### src/rtl/imem_boot_ctrl.sv
// -----------------------------------------------------------------------------
// imem_boot_ctrl
//
// Boot loader for the private instruction memories of a multi-core cluster.
// A load command selects one core, holds that core in reset for a fixed
// number of cycles, and then streams instruction words from a valid/ready
// source into the core's imem at consecutive word addresses. When the last
// word has been written, the core is released from reset and a done pulse
// is issued. Bad commands and aborts report an err pulse instead.
//
// Parameters
//   I_ADDRESSWIDTH  imem word-address width
//   NUM_CORES       number of cores with a private imem
//   HOLD_CYCLES     cycles a core is held in reset before its first write (>=1)
//
// Ports
//   clk             clock, all logic on the rising edge
//   resetn          synchronous, active-low reset
//   cmd_start       single-cycle load request (honoured only while idle)
//   cmd_core        target core index
//   cmd_base        first imem word address
//   cmd_len         number of words to load
//   cmd_abort       cancels the load in progress (hold or load phase)
//   in_data         instruction word
//   in_valid        in_data valid
//   in_ready        controller accepts in_data
//   boot_iaddr      imem word address, zero-extended to 32 bits
//   boot_idata      imem write data
//   boot_iwe        per-core imem write enable, at most one bit set
//   core_resetn     per-core active-low reset to the fetch/pipeline
//   busy            high whenever the controller is not idle
//   done            one-cycle pulse on successful completion
//   err             one-cycle pulse on a rejected command or an abort
//
// All outputs are registered.
// -----------------------------------------------------------------------------
module imem_boot_ctrl #(
    parameter int I_ADDRESSWIDTH = 14,
    parameter int NUM_CORES      = 4,
    parameter int HOLD_CYCLES    = 4
) (
    input  logic                      clk,
    input  logic                      resetn,
    input  logic                      cmd_start,
    input  logic [1:0]                cmd_core,
    input  logic [I_ADDRESSWIDTH-1:0] cmd_base,
    input  logic [I_ADDRESSWIDTH:0]   cmd_len,
    input  logic                      cmd_abort,
    input  logic [31:0]               in_data,
    input  logic                      in_valid,
    output logic                      in_ready,
    output logic [31:0]               boot_iaddr,
    output logic [31:0]               boot_idata,
    output logic [NUM_CORES-1:0]      boot_iwe,
    output logic [NUM_CORES-1:0]      core_resetn,
    output logic                      busy,
    output logic                      done,
    output logic                      err
);

    // -------------------------------------------------------------------------
    // Constants
    // -------------------------------------------------------------------------
    localparam int AW = I_ADDRESSWIDTH;
    localparam int HW = (HOLD_CYCLES > 1) ? $clog2(HOLD_CYCLES) : 1;

    localparam logic [1:0] ST_IDLE    = 2'd0;
    localparam logic [1:0] ST_HOLD    = 2'd1;
    localparam logic [1:0] ST_LOAD    = 2'd2;
    localparam logic [1:0] ST_RELEASE = 2'd3;

    localparam logic [HW-1:0] HOLD_LAST   = HW'(HOLD_CYCLES - 1);
    localparam logic [HW-1:0] HOLD_ONE    = HW'(1);
    localparam logic [AW:0]   COUNT_ONE   = {{AW{1'b0}}, 1'b1};
    // 2^AW expressed at AW+2 bits so base+len can be compared without wrap
    localparam logic [AW+1:0] ADDR_SPAN   = {2'b01, {AW{1'b0}}};
    localparam logic [31:0]   NUM_CORES_U = 32'(NUM_CORES);

    // -------------------------------------------------------------------------
    // State
    // -------------------------------------------------------------------------
    logic [1:0]    state_q;
    logic [1:0]    core_q;
    logic [AW-1:0] base_q;
    logic [AW:0]   len_q;
    logic [AW:0]   count_q;
    logic [HW-1:0] hold_q;

    // -------------------------------------------------------------------------
    // Command validation and datapath helpers
    // -------------------------------------------------------------------------
    logic [AW+1:0]        cmd_end;
    logic                 cmd_bad;
    logic [NUM_CORES-1:0] cmd_sel;
    logic [NUM_CORES-1:0] core_sel;
    logic                 accept;
    logic [AW:0]          count_inc;
    logic [AW-1:0]        wr_addr;
    logic                 last_word;

    // One extra bit of headroom beyond AW+1 so the end address never wraps,
    // even for the largest base and length the ports can express.
    assign cmd_end   = {1'b0, cmd_len} + {2'b00, cmd_base};
    assign cmd_bad   = (cmd_len == '0)
                    || ({30'b0, cmd_core} >= NUM_CORES_U)
                    || (cmd_end > ADDR_SPAN);

    assign cmd_sel   = NUM_CORES'(1) << cmd_core;
    assign core_sel  = NUM_CORES'(1) << core_q;

    assign accept    = in_valid & in_ready;
    assign count_inc = count_q + COUNT_ONE;
    // Validation guarantees base+count stays below 2^AW, so the truncated
    // sum is the exact word address.
    assign wr_addr   = base_q + count_q[AW-1:0];
    assign last_word = (count_inc == len_q);

    // -------------------------------------------------------------------------
    // Controller
    // -------------------------------------------------------------------------
    always_ff @(posedge clk) begin
        if (!resetn) begin
            state_q     <= ST_IDLE;
            core_q      <= '0;
            base_q      <= '0;
            len_q       <= '0;
            count_q     <= '0;
            hold_q      <= '0;
            in_ready    <= 1'b0;
            boot_iaddr  <= '0;
            boot_idata  <= '0;
            boot_iwe    <= '0;
            core_resetn <= '0;
            busy        <= 1'b0;
            done        <= 1'b0;
            err         <= 1'b0;
        end else begin
            // Pulsed outputs default low every cycle.
            boot_iwe <= '0;
            done     <= 1'b0;
            err      <= 1'b0;

            case (state_q)
                ST_IDLE: begin
                    if (cmd_start) begin
                        if (cmd_bad) begin
                            err <= 1'b1;
                        end else begin
                            core_q      <= cmd_core;
                            base_q      <= cmd_base;
                            len_q       <= cmd_len;
                            count_q     <= '0;
                            hold_q      <= '0;
                            core_resetn <= core_resetn & ~cmd_sel;
                            busy        <= 1'b1;
                            state_q     <= ST_HOLD;
                        end
                    end
                end

                ST_HOLD: begin
                    if (cmd_abort) begin
                        err     <= 1'b1;
                        busy    <= 1'b0;
                        state_q <= ST_IDLE;
                    end else if (hold_q == HOLD_LAST) begin
                        // in_ready is registered, so it is raised on the
                        // same edge that enters LOAD.
                        in_ready <= 1'b1;
                        state_q  <= ST_LOAD;
                    end else begin
                        hold_q <= hold_q + HOLD_ONE;
                    end
                end

                ST_LOAD: begin
                    if (cmd_abort) begin
                        // A word handshaken in this same cycle is dropped.
                        in_ready <= 1'b0;
                        err      <= 1'b1;
                        busy     <= 1'b0;
                        state_q  <= ST_IDLE;
                    end else if (accept) begin
                        boot_iwe   <= core_sel;
                        boot_idata <= in_data;
                        boot_iaddr <= 32'(wr_addr);
                        count_q    <= count_inc;
                        if (last_word) begin
                            in_ready <= 1'b0;
                            state_q  <= ST_RELEASE;
                        end
                    end
                end

                ST_RELEASE: begin
                    // The final write is on the bus during this cycle, so the
                    // core leaves reset strictly after it.
                    core_resetn <= core_resetn | core_sel;
                    done        <= 1'b1;
                    busy        <= 1'b0;
                    state_q     <= ST_IDLE;
                end

                default: begin
                    in_ready <= 1'b0;
                    busy     <= 1'b0;
                    state_q  <= ST_IDLE;
                end
            endcase
        end
    end

endmodule
### config.mk
export PLATFORM = sky130hd
export DESIGN_NAME = imem_boot_ctrl
export DESIGN_NICKNAME = d
export VERILOG_FILES = /design/src/rtl/imem_boot_ctrl.sv
export SDC_FILE = /design/constraint.sdc
export NUM_CORES = 1
export LEC_CHECK = 0
export BUFFER_PORTS_ARGS = -buffer_cell sky130_fd_sc_hd__buf_2
export CAP_MARGIN = 15
export CORE_ASPECT_RATIO = 0.7
export CORE_MARGIN = 10
export CORE_UTILIZATION = 54
export DETAILED_ROUTE_END_ITERATION = 12
export PLACE_DENSITY_LB_ADDON = 0.08
export SLEW_MARGIN = 0
export SYNTH_ARGS = -nofsm -noshare
export SYNTH_HDL_FRONTEND = slang
export SYNTH_SLANG_ARGS = --single-unit
### constraint.sdc
create_clock -name clk -period 4.8 [get_ports clk]
set_input_delay 0.96 -clock clk [delete_from_list [all_inputs] [get_ports clk]]
set_output_delay 0.96 -clock clk [all_outputs]
set_load 0.01 [all_outputs]
==> results of run 1 <==
flip-flops by register name (all words and copies together) (netlist names):
register / count
state_q: 2
base_q: 14
boot_idata: 32
busy: 1
len_q: 15
core_resetn: 4
boot_iaddr: 14
boot_iwe: 4
in_ready: 1
err: 1
done: 1
count_q: 15
hold_q: 2
core_q: 2
stage by stage:
stage / total power, mW / utilization, % / setup WS [ps] / cells
after floorplan: 1.260 / - / 824.5 / 763
after global placement: 1.343 / 61.13 / 343.3 / 990
after detailed placement: 1.354 / 61.13 / 219.3 / 990
after CTS: 2.123 / 63.89 / 583.1 / 1004
after global routing: 2.203 / 63.89 / 254.2 / 1004
final: 2.113 / 63.89 / 596.6 / 1004
per-layer routing:
metal | up-vias | part of all wire, % | track usage, %
li1 | 2808 | - | -
met1 | 2686 | 46 | 26.19
met2 | 215 | 46 | 33.06
met3 | 15 | 7.4 | 5.546
met4 | 0 | 0.96 | 4.725
met5 | - | 0 | 0
worst max-delay path: cells and delay by family:
kind	cells	cell delay (ps)
adders and majority gates	2	660
and+or+nand+nor	2	610
AOI/OAI and AO/OA	6	1770
xor gates and xnor gates	1	110
buffers and inverters	2	320
cells by family after synthesis:
logic type,Yosys count,synth area share (%)
flops,108,35.27
xor+xnor,38,5.429
buf+inv,79,6.551
mux,36,5.878
other cells,1,0.06117
compound gates,179,19.33
fa+ha+maj,36,7.592
simple gates,269,19.90
worst paths after layout:
kind,cells past startpoint,slack (ps),endpoint,from
min reg2reg,2,450,boot_iaddr[8],boot_iaddr[8]
max reg2reg,8,1610,state_q[1],count_q[2]
max,13,600,core_resetn[0],cmd_base[0]
min,2,450,boot_iaddr[8],boot_iaddr[8]
cell type report:
| cell class | count | share of cell area, % |
|---|---|---|
| Clock buffer | 10 | 3.243 |
| Clock inverter | 4 | 1.081 |
| Inverter | 24 | 1.276 |
| Multi-Input combinational cell | 576 | 51.60 |
| Sequential cell | 108 | 30.62 |
| Tap cell | 153 | 2.711 |
| Timing Repair Buffer | 129 | 9.463 |
power groups by stage:
stage	clock (mW)	combinational (mW)	sequential, mW
6_report	0.772	0.391	0.950
5_1_grt	0.817	0.433	0.953
4_1_cts	0.786	0.386	0.950
3_5_place_dp	0	0.384	0.970
3_3_place_gp	0	0.373	0.970
2_1_floorplan	0	0.296	0.964
layout by cell type, fill, tap and decap left out, types with 4 or more instances in the layout:
cell | Yosys | final
o21bai_1 | 4 | 4
a21o_1 | 9 | 9
nor4_1 | 6 | 6
dfxtp_1 | 108 | 108
nor3_1 | 19 | 19
and3_1 | 4 | 4
o21ai_0 | 18 | 18
nor2_1 | 63 | 62
and2_1 | 5 | 5
o31ai_1 | 9 | 9
nor2b_1 | 8 | 8
buf_2 | 0 | 125
xnor2_1 | 25 | 25
a31oi_1 | 5 | 5
nand3_1 | 18 | 17
a211oi_1 | 8 | 8
nand4_1 | 5 | 5
nand2_1 | 118 | 118
xor2_1 | 13 | 13
a21oi_1 | 75 | 75
inv_1 | 24 | 23
o211ai_1 | 15 | 15
conb_1 | 1 | 18
mux2i_1 | 36 | 36
a221oi_1 | 6 | 6
clkbuf_16 | 0 | 9
or4_1 | 4 | 4
ha_1 | 34 | 34
==> metrics.txt, run 1 <==
status=complete, no violations; register share of total power=45.0%; largest fanout on the critical path=6; P per Cell Area=299.3 mW/mm^2; DP Area=0.006755 sq mm; area grow syn2layout=15.16%; asr flop ratio synth=0%; maximum VDD drop=229.9 uV; final worst path period share=87.57%; crit start category=input port; required time worst endpoint=5030 ps; CTS tree=built; initial antenna violation count=0; mapped cell area=0.006131 sq mm; top cell type's share of synthesized area=35.27%; largest area contributor in the netlist=dfxtp_1; initial core utilization=55.48%; combinational share of power=18.5%; Final Instance Area=0.007061 sq mm; die area=0.01608 sq mm; GP Congestion=0.8671; Ys Warns=0; CTS clk-pin slew, worst paths=70 ps; global route overflow=0; post-synthesis register bit count=108; Primary FF master, synth=dfxtp_1; Clk pwr share=36.5%; Area contributors post-synth=dfxtp_1 35%, nand2_1 7.2%, ha_1 6.9%; IO Port Bufs=125; sw frac=27.04%; synth unique cells=66; actual slew at the worst max-slew pin=918.6 ps; share of layout cells above drive strength 1=18.80%; per-cell routed wire length=17.08 microns; Longest Clk Path Bufs=2; Critical-path top delay cell=fa_1; DR iter-0 viols=424; num rows=32; chip width=147.4 microns; Int Power=1.542 mW; Routed WL=17150 microns; Ant. Diodes=0; CTS hold repair buffers=0; unrepaired setup endpoints after global routing=false; Final Critical Period=4203 ps; CTS Sinks=108; commonest cells in the netlist=118 x nand2_1, 108 x dfxtp_1, 75 x a21oi_1, 63 x nor2_1, 36 x mux2i_1; Post-CTS Repair Setup Buffers=0; cell-by-cell trace of the critical path=buf_2 > ha_1 > fa_1 > a211oi_1 > o21ai_0 > a221oi_1 > xnor2_1 > nor4b_1 > nand3_1 > a211oi_4 > buf_4 > o21ai_0 > a221oi_1; Total GRT Usage=20.23%; final net count=952; Lkg Pwr=2.976 nW; largest net degree at the start of global routing=50; switching power=0.5714 mW; vias post-DR=5724; WS Path Type=input port to flip-flop; Root Buffer=clkbuf_16; max_cap viols=0; CP Data Arrival Time=4430 ps; Fin Hold WS=447.4 ps; Final Max Tran Viols=0; register area=0.002162 sq mm; Cells after Synth=746; Fmax=237.9 MHz; crit end category=flip-flop; detailed-route DRC error count=0; # resized after CTS=0; TritonRoute pass-1 iters=5; dpl hpwl=13180 microns; Antenna Nets Post-Route=0; count leader, synth=nand2_1; sequential-to-total area share from yosys stat=35.27%; TritonCTS Buffers=9; Min-Delay Path Class=flip-flop to flip-flop; core area=0.01105 sq mm; number of enable flip-flop cells after synthesis=0; Die Ht=109.2 microns; Syn Area/Cell=8.218 sq um; multi-input gate area in the final layout=0.003643 sq mm; final hold vios=0; CTS H-tree depth=3; vias in the first global route=5392; I/O pin cnt=144; Rel. slew slack=38.76%; Slowest Stage Delay on Critical Path=430 ps; Final Skew=6.776 ps; Fillers=993; Final TNS setup=0 ps; endpoints failing setup=0; clock insertion delay at the later pin of the skew report=340 ps; first-pass GRT wire length=27050 microns; Via density=5.701
Power figures use the tool's default switching activity.
==> run 2, diff against run 1 <==
- BUFFER_PORTS_ARGS: -buffer_cell sky130_fd_sc_hd__buf_2 -> unset
- CORE_UTILIZATION: 54 -> 58
- DONT_BUFFER_PORTS: unset -> 1
- clock period: 4.8 -> 3.43 ns (I/O delays scaled with it)
==> run 2 against run 1 <==
Against the previous run:
- critical path depth is 1 higher
- design area fell by 2.5%
- global-route usage is 1.4 points higher
- core utilization rose by 2.8 points
- clock power grew 30%
- sequential cell count unchanged
- first-iteration DRC count is 17% higher
- non-clock buffer count shrank 87
- worst setup slack got worse by 500 ps
- sequential share of layout area grew 0.80 points
- combinational power increased by 53%
==> metrics.txt, run 2 (synthesis results as in run 1) <==
status=complete, no violations; dpl hpwl=13200 microns (+0.14%); first-pass GRT wire length=26740 microns (-1.1%); Min-Delay Path Class=input port to flip-flop; Lkg Pwr=2.614 nW (-12%); worst setup margin=94.46 ps (-502.1 ps); most frequent cells in the layout=118 x nand2_1, 108 x dfxtp_1, 75 x a21oi_1; Rel. slew slack=63.55% (+25 points); TritonRoute pass-1 iters=5 (unchanged); CTS clk-pin slew, worst paths=70 ps (about the same); I/O pin cnt=144 (unchanged); CTS H-tree depth=3 (unchanged); final hold vios=0 (unchanged); Via density=6.087 (+6.8%); Setup Slack @ Placement=-417.4 ps (-636.7 ps); initial antenna violation count=0 (unchanged); WS Path Type=input port to flip-flop; maximum VDD drop=272.7 uV (+19%); TritonCTS Buffers=9 (unchanged); detailed-route DRC error count=0 (unchanged); multi-input gate area in the final layout=0.003785 sq mm (+3.9%); Final Critical Period=3336 ps; Die Ht=106.0 microns (-2.9%); chip width=142.9 microns (-3.0%); Routed WL=17430 microns (+1.7%); Longest Clk Path Bufs=2 (unchanged); max_cap viols=0 (unchanged); Antenna Nets Post-Route=0 (unchanged); GP Congestion=0.9877 (+14%); initial core utilization=59.42% (+3.9 points); max reg flops=32 (unchanged); actual slew at the worst max-slew pin=546.2 ps (-372.5 ps); largest fanout on the critical path=5 (-1); endpoints failing setup=0 (unchanged); vias in the first global route=5151 (-4.5%); Final Max Tran Viols=0 (unchanged); most common cell after layout, fill and taps aside=nand2_1; largest registers=boot_idata: 32 flops, count_q: 15 flops, len_q: 15 flops; DR iter-0 viols=497 (+17%); Fillers=858 (-14%); Final Skew=8.606 ps (+1.830 ps); Root Buffer=clkbuf_16; area grow syn2layout=12.24%; power after layout=2.934 mW (+39%); CTS tree=built; IO Port Bufs=0 (-100%); clock insertion delay at the later pin of the skew report=350 ps (about the same); CTS hold repair buffers=0 (unchanged); unrepaired setup endpoints after global routing=true; Fmax=299.8 MHz; Ant. Diodes=0 (unchanged); vias post-DR=5466 (-4.5%); CTS Sinks=108 (unchanged); CP Data Arrival Time=3580 ps (-850 ps); required time worst endpoint=3670 ps (-1360 ps); final net count=865 (-9.1%); register area=0.002162 sq mm (unchanged); Total GRT Usage=21.66% (+1.4 points); num rows=31 (-3.1%); r2r setup slk=350 ps (-1260 ps); crit start category=input port; core area=0.01032 sq mm (-6.6%); share of layout cells above drive strength 1=12.01% (-6.8 points); largest reg by FF count=boot_idata; die area=0.01515 sq mm (-5.8%); largest net degree at the start of global routing=72 (+44%); global route overflow=0 (unchanged); crit end category=flip-flop; per-cell routed wire length=19.41 microns (+14%); final worst path period share=97.25%; P per Cell Area=426.4 mW/mm^2 (+42%)
[run 2: worst paths after layout]
check | end | start | cells after the start
max | len_q[4] | cmd_base[0] | 14
min | boot_idata[19] | in_data[19] | 2
max reg2reg | state_q[1] | count_q[3] | 8
min reg2reg | hold_q[1] | hold_q[1] | 2
[run 2: stage by stage]
step | hold slack, ps | cells | setup TNS (ps) | utilization [%] | cell area (sq um)
after global placement | 450.8 | 877 | -8178 | 62.42 | 6440
after floorplan | 438.5 | 763 | -46.02 | - | 6272
after CTS | 455.3 | 893 | 0 | 65.32 | 6739
after global routing | 448.2 | 898 | -1315 | 66.70 | 6882
final | 465.3 | 898 | 0 | 66.70 | 6882
after detailed placement | 467.1 | 877 | -15550 | 62.42 | 6440
[run 2: power by group]
part	leakage, nW	switching [mW]	internal (mW)
Combinational	1.60	0.318	0.280
Sequential	0.873	0.0398	1.29
Clock	0.143	0.465	0.537
Total	2.61	0.823	2.11
[run 2: critical path: stages]
cell	delay [ps]
ha_4	150
fa_2	380
a211oi_4	310
o21ai_2	100
a221oi_2	300
xnor2_1	150
nor4b_4	350
nand3_2	170
a211oi_4	280
buf_4	180
clkbuf_16	150
buf_4	110
mux2i_1	190
nor2_1	50
[run 2: repair_timing]
item                                    in CTS  in global routing
buffers inserted                             0                  2
endpoints found under the setup margin      20                 49
gates cloned                                 0                  2
pin swaps                                    2                  9
resized for setup                            2                 11
[run 2: per-layer routing]
layer	part of all wire (%)	global-route usage (%)	up-vias	wire, microns
met5	0	0	-	0
met1	42	26.60	2605	7270
met3	9.7	9.204	12	1689
met4	0.89	4.846	0	156
li1	-	-	2641	-
met2	48	34.62	208	8317
[run 2: cell type report]
class                           instances  share of cell area [%]
Multi-Input combinational cell        576                   55.00
Timing Repair Buffer                   42                   5.691
Clock inverter                          4                  0.4545
Tap cell                              132                   2.400
Clock buffer                           12                   3.727
Sequential cell                       108                   31.42
Inverter                               24                   1.309
